===== src/rtl/ps2_keyboard_fifo.sv =====
// PS/2 keyboard receiver: filters ps2c, deframes 11-bit frames, folds E0/F0 prefixes
// into ext/brk flags and queues key events in a small FIFO read through a status/data port.
module ps2_keyboard_fifo #(
   parameter int FIFO_DEPTH     = 8,
   parameter int FILTER_LEN     = 8,
   parameter int TIMEOUT_CYCLES = 50000
) (
   input  logic        clk,
   input  logic        rst,
   input  logic        ps2d,
   input  logic        ps2c,
   input  logic        ack,
   output logic [15:0] dout
);

   localparam int PW = $clog2(FIFO_DEPTH);
   localparam int CW = PW + 1;
   localparam int TW = $clog2(TIMEOUT_CYCLES + 1);

   typedef enum logic [1:0] {IDLE = 2'd0, DATA = 2'd1, CHECK = 2'd2} state_t;

   state_t                  state;
   state_t                  state_nx;
   logic [1:0]              c_sync;
   logic [1:0]              d_sync;
   logic [FILTER_LEN-1:0]   filter;
   logic                    filt_clk;
   logic                    fall_edge;
   logic [9:0]              shreg;
   logic [3:0]              bit_cnt;
   logic [TW-1:0]           tmo_cnt;
   logic                    ext;
   logic                    brk;
   logic                    err;
   logic                    ovf;
   logic                    ack_q;
   logic [9:0]              mem [FIFO_DEPTH];
   logic [PW-1:0]           rd_ptr;
   logic [PW-1:0]           wr_ptr;
   logic [CW-1:0]           count;
   logic                    frame_ok;
   logic                    frame_err;
   logic                    push;
   logic                    pop;
   logic                    ack_rise;
   logic                    full;
   logic                    do_write;
   logic [7:0]              code;

   // Two-flop synchronisers followed by the ps2c glitch filter.
   always_ff @(posedge clk) begin
      if (rst) begin
         c_sync    <= 2'b11;
         d_sync    <= 2'b11;
         filter    <= '1;
         filt_clk  <= 1'b1;
         fall_edge <= 1'b0;
      end else begin
         c_sync    <= {c_sync[0], ps2c};
         d_sync    <= {d_sync[0], ps2d};
         filter    <= {filter[FILTER_LEN-2:0], c_sync[1]};
         fall_edge <= filt_clk & ~(|filter);
         if (&filter)
            filt_clk <= 1'b1;
         else if (~(|filter))
            filt_clk <= 1'b0;
      end
   end

   always_ff @(posedge clk) begin
      if (rst)
         state <= IDLE;
      else
         state <= state_nx;
   end

   always_comb begin
      state_nx = state;
      case (state)
         IDLE:    if (fall_edge && !d_sync[1]) state_nx = DATA;
         DATA: begin
            if (fall_edge && bit_cnt == 4'd9)
               state_nx = CHECK;
            else if (!fall_edge && tmo_cnt == TW'(TIMEOUT_CYCLES - 1))
               state_nx = IDLE;
         end
         CHECK:   state_nx = IDLE;
         default: state_nx = IDLE;
      endcase
   end

   // shreg holds {stop, parity, data[7:0]} once ten bits have been shifted in.
   assign code = shreg[7:0];

   always_comb begin
      frame_ok  = 1'b0;
      frame_err = 1'b0;
      push      = 1'b0;
      if (state == CHECK) begin
         frame_ok  = (^shreg[8:0]) & shreg[9];
         frame_err = ~frame_ok;
         push      = frame_ok && code != 8'hE0 && code != 8'hF0;
      end
   end

   always_ff @(posedge clk) begin
      if (rst) begin
         shreg   <= '0;
         bit_cnt <= '0;
         tmo_cnt <= '0;
      end else if (state == DATA) begin
         if (fall_edge) begin
            shreg   <= {d_sync[1], shreg[9:1]};
            bit_cnt <= bit_cnt + 4'd1;
            tmo_cnt <= '0;
         end else begin
            tmo_cnt <= tmo_cnt + 1'b1;
         end
      end else begin
         bit_cnt <= '0;
         tmo_cnt <= '0;
      end
   end

   assign ack_rise = ack & ~ack_q;
   assign full     = (count == CW'(FIFO_DEPTH));
   assign pop      = ack_rise & (count != '0);
   assign do_write = push & (~full | pop);

   // A new error or overflow in the same cycle as an ack edge stays visible.
   always_ff @(posedge clk) begin
      if (rst) begin
         ack_q <= 1'b0;
         ext   <= 1'b0;
         brk   <= 1'b0;
         err   <= 1'b0;
         ovf   <= 1'b0;
      end else begin
         ack_q <= ack;
         if (frame_err)
            err <= 1'b1;
         else if (ack_rise)
            err <= 1'b0;
         if (push && full && !pop)
            ovf <= 1'b1;
         else if (ack_rise)
            ovf <= 1'b0;
         if (frame_err || push) begin
            ext <= 1'b0;
            brk <= 1'b0;
         end else if (frame_ok) begin
            if (code == 8'hE0) ext <= 1'b1;
            if (code == 8'hF0) brk <= 1'b1;
         end
      end
   end

   always_ff @(posedge clk) begin
      if (rst) begin
         rd_ptr <= '0;
         wr_ptr <= '0;
         count  <= '0;
      end else begin
         if (do_write) wr_ptr <= wr_ptr + 1'b1;
         if (pop)      rd_ptr <= rd_ptr + 1'b1;
         if (do_write && !pop)
            count <= count + 1'b1;
         else if (!do_write && pop)
            count <= count - 1'b1;
      end
   end

   always_ff @(posedge clk) begin
      if (do_write)
         mem[wr_ptr] <= {ext, brk, code};
   end

   always_comb begin
      dout = 16'h0000;
      if (ack) begin
         if (count != '0)
            dout = {6'b0, mem[rd_ptr]};
      end else begin
         dout = {8'h00, 4'(count), err, ovf, full, (count != '0)};
      end
   end

endmodule


===== config.mk =====
export PLATFORM = sky130hd
export DESIGN_NAME = ps2_keyboard_fifo
export DESIGN_NICKNAME = d
export VERILOG_FILES = /design/src/rtl/ps2_keyboard_fifo.sv
export SDC_FILE = /design/constraint.sdc
export NUM_CORES = 1
export LEC_CHECK = 0
export ABC_CLOCK_PERIOD_IN_PS = 3900
export CAP_MARGIN = 5
export CELL_PAD_IN_SITES_DETAIL_PLACEMENT = 1
export CELL_PAD_IN_SITES_GLOBAL_PLACEMENT = 2
export CORE_MARGIN = 4
export CORE_UTILIZATION = 43
export CTS_CLUSTER_SIZE = 28
export DETAILED_ROUTE_END_ITERATION = 12
export PLACE_DENSITY = 0.83
export SLEW_MARGIN = 20
export SYNTH_ARGS = -nofsm -noshare
export SYNTH_HDL_FRONTEND = slang
export SYNTH_SLANG_ARGS = --single-unit

===== constraint.sdc =====
create_clock -name clk -period 3.9 [get_ports clk]
set_input_delay 0.78 -clock clk [delete_from_list [all_inputs] [get_ports clk]]
set_output_delay 0.78 -clock clk [all_outputs]
set_load 0.005 [all_outputs]

# Yosys cells after proc, flatten, opt, wreduce, memory -nomap -nowiden
# Memory sizes are Yosys's and may differ from the RTL's. A register that Yosys moved wholly into a read port is not among the register bits.
# Cells that the tools add are included.
dict set report word_totals {
  regBits 61
  ram_bits 80
  in_bits 5
  memories 1
}
dict set report op_classes {
  addsub 6
  n_eq_ne 11
  n_mux 18
  n_bitwise 11
  n_reduce_logical 30
}
# name depth width rd rd_clocked_by_memory_dff write_ports line_no
set memory_table {}
lappend memory_table {mem 8 10 1 1 1 37} ;# logic [9:0] mem [FIFO_DEPTH];
# operator n
set ops {}
lappend ops {{adder 16 x 1 -> 16 bit (second input constant)} 1}
lappend ops {{== test 16 bit (second input constant)} 1}
lappend ops {{== test 8 bit (second input constant)} 2}
lappend ops {{2-to-1 mux 16 bit} 1}
lappend ops {{!= test 8 bit (second input constant)} 2}
lappend ops {{2-to-1 mux 10 bit} 1}
lappend ops {{logical AND 1 bit} 9}
lappend ops {{XOR reduction 9 bit} 1}
lappend ops {{adder 4 x 1 -> 4 bit (second input constant)} 2}
lappend ops {{== test 4 bit (second input constant)} 2}
lappend ops {{2-to-1 mux 1 bit} 8}
lappend ops {{2-to-1 mux 4 bit} 2}
lappend ops {{AND reduction 2 bit} 4}
lappend ops {{AND reduction 8 bit} 1}
lappend ops {{OR reduction 8 bit} 1}
lappend ops {{adder 3 x 1 -> 3 bit (second input constant)} 2}
lappend ops {{2-to-1 mux 2 bit} 3}
lappend ops {{2-to-1 mux 3 bit} 2}
lappend ops {{nonzero test 2 bit} 3}
lappend ops {{OR reduction 2 bit} 3}
lappend ops {{bitwise AND 1 bit} 5}
lappend ops {{NOT 1 bit} 5}
lappend ops {{zero test 1 bit} 4}
lappend ops {{one-hot mux 2 bit (2 select lines)} 1}
lappend ops {{10 further kinds} 10}

# Depth between registers and ports, before layout
# Gate-level depths: netlist (run 1).
dict set report depth {
  depth_word 10
  ltp_mapped 14
  depth_no_buf 14
}

# Worst setup path after synthesis (run 1)
# OpenSTA, ideal clock, no wires.
dict set report synth_timing {
  kind {flip-flop to flip-flop}
  from {reg shreg[1]}
  to {mem mem[2][0] (enable)}
  setup_time_ns 0.407
  arrival_time_ns 2.534
  required_ns 3.493
  setup_slack_ns 0.959
  stages_incl_launch_ff 7
  n_path_buf 0
  path_cell_list {dfxtp_1 -> inv_1 -> ha_1 -> xnor2_1 -> xnor3_2 -> nand3b_4 -> nor4b_1}
}
dict set report synth_between {
  elab_chain_cells 8
  elab_cells_between_ends 10
  classes_between {eq/ne: 2; mux: 3; bitwise: 2; reduce/logical: 3}
}
# element line_no
set synth_lines {}
lappend synth_lines {{from (decl)} 29} ;# logic [9:0] shreg;
lappend synth_lines {{from (signal assigned)} 113} ;# shreg <= {d_sync[1], shreg[9:1]};
lappend synth_lines {{XOR reduction 9 bit} 100} ;# frame_ok = (^shreg[8:0]) & shreg[9];
lappend synth_lines {{bitwise AND 1 bit} 100}
lappend synth_lines {{logical AND 1 bit} 102} ;# push = frame_ok && code != 8'hE0 && code != 8'hF0;
lappend synth_lines {{logical AND 1 bit (*)} 102}
lappend synth_lines {{2-to-1 mux 1 bit (*)} 99} ;# if (state == CHECK) begin
lappend synth_lines {{bitwise AND 1 bit (*)} 128} ;# assign do_write = push & (~full | pop);
lappend synth_lines {{2-to-1 mux 1 bit (*)} 174} ;# if (do_write)
lappend synth_lines {{2-to-1 mux 1 bit (not written as such) (*)} 175} ;# mem[wr_ptr] <= {ext, brk, code};
lappend synth_lines {{to (decl)} 37}
# Every way passes the cells marked *; elsewhere a longest branch is shown, timed or not.

==> flow_metrics.env, run 1 <==
export IMPL_ir_worst_vdd_mv=0.262
export IMPL_status="complete, no violations"
export IMPL_design_core_area_um2=13200
export IMPL_yosys_area_top_type="edfxtp_1"
export IMPL_grt_usage=0.168
export IMPL_hold_viol=0
export IMPL_ys_seq_area_frac=0.633
export IMPL_grt_remaining_overflow=0
export IMPL_drc_errors=0
export IMPL_synth_edff_count=80
export IMPL_use_met2=0.294
export IMPL_io_buffers=14
export IMPL_fin_crit_sh=0.887
export IMPL_ys_flop_type="edfxtp_1"
export IMPL_critPathMaxFanout=13
export IMPL_end_kind="output port"
export IMPL_seq_power_share=0.422
export IMPL_cts_buffers=17
export IMPL_cts_setup_buffers=0
export IMPL_die_w_um=124
export IMPL_cts_tree="built"
export IMPL_clockRootBuffer="clkbuf_16"
export IMPL_setup_viol=0
export IMPL_synth_seq_cells=144
export IMPL_hold_ws_ps=410
export IMPL_total_leakage_power_nw=2.32
export IMPL_clockBufferDepth=2
export IMPL_ys_top_cells_by_count="80 x edfxtp_1, 64 x dfxtp_1, 60 x nor2_1"
export IMPL_use_met3=0.0429
export IMPL_area_growth_pct=16.3
export IMPL_antenna_cells=0
export IMPL_tightest_slew_ps=768
export IMPL_clk_pin_slew_worst_paths_ps=60
export IMPL_syn_avg_cell_area_um2=13.5
export IMPL_ioPinCount=21
export IMPL_combinationalPowerShare=0.179
export IMPL_grt_pass1_wl_mm=19.9
export IMPL_hpwl_mm=7.73
export IMPL_drive_above_1_share=0.165
export IMPL_fmax_ghz=0.289
export IMPL_power_per_cell_area_nw_per_um2=591
export IMPL_max_cap_violations=0
export IMPL_post_cts_resized=0
export IMPL_intPower_mw=3.03
export IMPL_yosys_warnings=0
export IMPL_synth_top_area_frac=0.413
export IMPL_use_met1=0.199
export IMPL_routabilityCongestion=0.752
export IMPL_slew_viol_final=0
export IMPL_ant_nets=0
export IMPL_path_class="reg -> out"
export IMPL_tns_ps=0
export IMPL_synth_most_common_cell="edfxtp_1"
export IMPL_netlist_area_um2=5820
export IMPL_arrival_ps=2680
export IMPL_start_util=0.439
export IMPL_h_tree_depth=4
export IMPL_num_vias=3357
export IMPL_cp_required_ps=3120
export IMPL_finClkSkew_ps=5.91
export IMPL_clock_sinks=144
export IMPL_antenna_found_initial=0
export IMPL_netSwitchingPower_uw=973
export IMPL_insertion_delay_ps=410
export IMPL_fin_crit_ps=3460
export IMPL_syn_inst=430
export IMPL_via_per_inst=5.18
export IMPL_synth_distinct_cells=46
export IMPL_die_h_um=124
export IMPL_power_share_clock=0.399
export IMPL_busiest_layer="met2"
export IMPL_crit_path_start_kind="flip-flop"
export IMPL_dr_pass1_iters=4
export IMPL_reg2reg_depth=14
export IMPL_fin_nets=478
export IMPL_synth_area_top_cells="edfxtp_1 41%, dfxtp_1 22%, mux4_2 7.7%"
export IMPL_switching_share=0.243
export IMPL_async_reset_ff_frac=0
export IMPL_drtIter0Drc=166
export IMPL_grt_setup_unrepaired="no"
export IMPL_hold_depth=1
export IMPL_grt_max_degree=42
export IMPL_wirelength_mm=12.2
export IMPL_design_die_area_um2=15500
export IMPL_cts_hold_fix_buffers=0
export IMPL_placementRows=42
export IMPL_grt_pass1_vias=3594
export IMPL_hold_class="reg -> reg"
export IMPL_slew_headroom=0.488
export IMPL_wl_per_cell_um=18.8
==> cells by family (layout without fill, tap and decap cells) <==
kind of cell | after synthesis | in the layout | synth area share
XOR/XNOR | 26 | 26 | 0.0417
buffers and inverters | 41 | 78 | 0.0320
flip-flops | 144 | 144 | 0.633
AO/OA/AOI/OAI | 32 | 32 | 0.0376
AND/OR/NAND/NOR | 135 | 135 | 0.117
adder cells (fa/ha/maj) | 14 | 14 | 0.0314
multiplexers | 37 | 37 | 0.107
other | 1 | 6 | 0.000645
==> cell type report <==
class,count,area [um^2]
fill,1336,6470
clock buffer,25,465
tap,176,220
inverter,19,73.8
sequential,144,3680
timing repair buffer,27,238
multi-input combinational,250,1980
clock inverter,7,109
==> power by group through the flow <==
stage	combinational [mW]	sequential (mW)	clock (mW)
after floorplan	0.473	1.70	0
after detailed placement	0.723	1.72	0
after CTS	0.732	1.69	1.63
after global routing	0.786	1.70	1.71
final	0.717	1.69	1.59
after global placement	0.705	1.72	0
==> worst max-delay path: stages (launching register included) <==
cell and delay, ps:
dfxtp_1 780, buf_4 310, mux4_2 310, mux2i_1 270
nor2_1 120, clkdlybuf4s50_1 480
==> stage by stage <==
stage / instance area [um^2] / setup slack (ps) / power [mW] / cells / utilization
after floorplan: 5840 / 959 / 2.17 / 435 / -
after global placement: 6190 / 355 / 2.43 / 616 / 0.468
after detailed placement: 6190 / 269 / 2.44 / 616 / 0.468
after CTS: 6770 / 313 / 4.05 / 648 / 0.511
after global routing: 6770 / 275 / 4.19 / 648 / 0.511
final: 6770 / 439 / 4.00 / 648 / 0.511
==> worst paths after layout <==
kind                          from                     to  slack (ps)
max                      flip-flop                dout[9]         440
min reg2reg   c_sync[0]$_SDFF_PP1_   c_sync[1]$_SDFF_PP1_         410
min           c_sync[0]$_SDFF_PP1_   c_sync[1]$_SDFF_PP1_         410
max reg2reg  shreg[1]$_SDFFE_PP0P_  count[3]$_SDFFE_PP0P_         630
==> flip-flops by register name (all words and copies together) (netlist names), 2 cells and up, named ones only <==
register,flops
shreg,10
state,2
d_sync,2
tmo_cnt,16
mem,80
c_sync,2
rd_ptr,3
count,4
bit_cnt,4
wr_ptr,3
filter,8
==> per-layer routing <==
metal	share of wire	vias to the layer above
met1	0.42	1691
li1	-	1601
met2	0.53	47
met5	0	-
met4	0.021	0
met3	0.030	18
==> cell usage in the layout, fill, tap and decap left out, types with 13 or more instances in the layout <==
cell type,n
ha_1,13
nand2_1,14
mux2i_1,17
clkdlybuf4s50_1,14
or2_2,13
clkbuf_16,17
buf_4,13
edfxtp_1,80
nor2_1,60
a21oi_1,14
dfxtp_1,64
inv_1,18
mux4_2,20
xor2_1,13
No activity file was read; power rests on OpenSTA's default activity.
==> inputs of run 2 (changes only) <==
--- a/config.mk
+++ b/config.mk
@@ -11,6 +11,7 @@
 export CELL_PAD_IN_SITES_GLOBAL_PLACEMENT = 2
 export CORE_MARGIN = 4
 export CORE_UTILIZATION = 43
+export CTS_CLUSTER_DIAMETER = 120
 export CTS_CLUSTER_SIZE = 28
 export DETAILED_ROUTE_END_ITERATION = 12
 export PLACE_DENSITY = 0.83
==> results of run 2 <==
No change in the layout: final DEF, timing and power equal those of run 1.
==> inputs of run 3 (changes only) <==
--- a/config.mk
+++ b/config.mk
@@ -10,11 +10,11 @@
 export CELL_PAD_IN_SITES_DETAIL_PLACEMENT = 1
 export CELL_PAD_IN_SITES_GLOBAL_PLACEMENT = 2
 export CORE_MARGIN = 4
-export CORE_UTILIZATION = 43
+export CORE_UTILIZATION = 35
 export CTS_CLUSTER_DIAMETER = 120
 export CTS_CLUSTER_SIZE = 28
 export DETAILED_ROUTE_END_ITERATION = 12
-export PLACE_DENSITY = 0.83
+export PLACE_DENSITY = 0.71
 export SLEW_MARGIN = 20
 export SYNTH_ARGS = -nofsm -noshare
 export SYNTH_HDL_FRONTEND = slang
==> run 3 against run 2 <==
Effect of this change: setup slack worse by 50 ps; maximum frequency is 1.4% lower; global-route usage shrank 2.6 points; cell count grew 6.5%; sequential share of layout area shrank 0.39 points; via count increased by 0.15%; worst hold slack gained 11 ps; combinational power increased by 0.6%; first-iteration DRC count fell by 8.4%.
==> flow_metrics.env, run 3 (synthesis results as in run 1) <==
export IMPL_layout_common_cells="80 x edfxtp_1, 64 x dfxtp_1, 60 x nor2_1"
export IMPL_fin_crit_sh=0.900
export IMPL_arrival_ps=2730
export IMPL_path_class="reg -> out"
export IMPL_grt_pass1_wl_mm=19.5
export IMPL_antenna_cells=0
export IMPL_drive_above_1_share=0.179
export IMPL_max_cap_violations=0
export IMPL_insertion_delay_ps=410
export IMPL_finalPower_mw=3.92
export IMPL_wirelength_mm=12.3
export IMPL_ioPinCount=21
export IMPL_design_core_area_um2=16100
export IMPL_critPathMaxFanout=9
export IMPL_fin_nets=480
export IMPL_cts_buffers=17
export IMPL_ant_nets=0
export IMPL_total_leakage_power_nw=2.33
export IMPL_clock_sinks=144
export IMPL_area_growth_pct=17.2
export IMPL_dr_pass1_iters=5
export IMPL_tightest_slew_ps=735
export IMPL_design_die_area_um2=18700
export IMPL_hpwl_mm=7.95
export IMPL_clockRootBuffer="clkbuf_16"
export IMPL_hold_ws_ps=421
export IMPL_instances_no_fill=690
export IMPL_slew_headroom=0.506
export IMPL_grt_setup_unrepaired="no"
export IMPL_cts_tree="built"
export IMPL_end_kind="output port"
export IMPL_path_delay_family="buffers and inverters"
export IMPL_die_h_um=137
export IMPL_cp_num_cells=5
export IMPL_grt_remaining_overflow=0
export IMPL_grt_usage=0.142
export IMPL_hold_class="reg -> reg"
export IMPL_antenna_found_initial=0
export IMPL_cp_required_ps=3120
export IMPL_setup_viol=0
export IMPL_crit_chain="buf_4, mux4_2, mux2i_1, nor2_1, clkdlybuf4s50_1"
export IMPL_post_cts_resized=0
export IMPL_hold_viol=0
export IMPL_clk_pin_slew_worst_paths_ps=60
export IMPL_finClkSkew_ps=6.25
export IMPL_layout_commonest_cell="edfxtp_1"
export IMPL_r2r_end="count[3]$_SDFFE_PP0P_"
export IMPL_drc_errors=0
export IMPL_routabilityCongestion=0.729
export IMPL_num_vias=3362
export IMPL_drtIter0Drc=152
export IMPL_clockBufferDepth=2
export IMPL_critical_path_endpoint="dout[8]"
export IMPL_via_per_inst=4.87
export IMPL_fmax_ghz=0.285
export IMPL_critPathSlowestCell="dfxtp_1"
export IMPL_r2r_slack_ps=590
export IMPL_grt_max_degree=43
export IMPL_start_util=0.362
export IMPL_io_buffers=14
export IMPL_cts_setup_buffers=0
export IMPL_r2r_start="shreg[0]$_SDFFE_PP0P_"
export IMPL_slew_viol_final=0
export IMPL_wl_per_cell_um=17.8
export IMPL_min_from="c_sync[1]$_SDFF_PP1_"
export IMPL_ir_worst_vdd_mv=0.297
export IMPL_top_regs="mem (80), tmo_cnt (16), shreg (10)"
export IMPL_cts_hold_fix_buffers=0
export IMPL_h_tree_depth=4
export IMPL_power_per_cell_area_nw_per_um2=575
export IMPL_dp_cells=658
export IMPL_placementRows=46
export IMPL_die_w_um=137
export IMPL_regMostFlops="mem"
export IMPL_cpPeakStageDelay_ps=650
export IMPL_fin_crit_ps=3510
export IMPL_reg2reg_depth=14
export IMPL_status="complete, no violations"
export IMPL_tns_ps=0
export IMPL_grt_pass1_vias=3579
export IMPL_crit_buf_inv=2
export IMPL_crit_path_start_kind="flip-flop"
export IMPL_largest_reg_flops=80
run 3: cell types whose count changed in the layout (fill, tap and decap cells not counted), sizes merged:
cell    change
bufinv      -3
clkbuf      +2
buf         +2
inv         +1
run 3: how the worst min path moves through the flow:
| stage | depth (start not counted) | to |
|---|---|---|
| 3_5_place_dp | 1 | filter[0]$_SDFF_PP1_ |
| 4_1_cts | 1 | filter[0]$_SDFF_PP1_ |
| 3_3_place_gp | 1 | filter[0]$_SDFF_PP1_ |
| 5_1_grt | 1 | filter[0]$_SDFF_PP1_ |
| 2_1_floorplan | 1 | c_sync[1]$_SDFF_PP1_ |
| 6_report | 1 | filter[0]$_SDFF_PP1_ |
run 3: stage by stage:
step                 util  setup slack, ps  area [um^2]
floorplan               -              959         5840
global placement    0.390              484         6260
detailed placement  0.390              420         6260
CTS                 0.424              275         6820
global route        0.424              174         6820
finish              0.424              390         6820
run 3: cell type report:
type	instances	area, um^2
fill	1655	9240
sequential	144	3680
multi-input combinational	250	1980
clock buffer	27	532
tap	216	270
timing repair buffer	29	253
inverter	19	73.8
clock inverter	5	26.3
run 3: worst reg2reg max path: cells and delay by family, from the launching register on:
kind,cells,cell delay [ps]
AO/OA/AOI/OAI,3,490
XOR/XNOR,3,770
adder cells (fa/ha/maj),3,750
buffers and inverters,3,270
flip-flops,1,510
AND/OR/NAND/NOR,2,450
run 3: per-layer routing:
layer	part of all wire	GRT usage	vias up
met4	0.015	0.0493	0
met1	0.44	0.168	1708
met2	0.52	0.246	37
li1	-	-	1604
met5	0	0	-
met3	0.023	0.0426	13
run 3: power breakdown:
part / switching (mW) / leakage, nW / internal (mW)
sequential: 0.0791 / 1.26 / 1.62
combinational: 0.322 / 0.792 / 0.399
clock: 0.568 / 0.283 / 0.929
total: 0.969 / 2.33 / 2.95
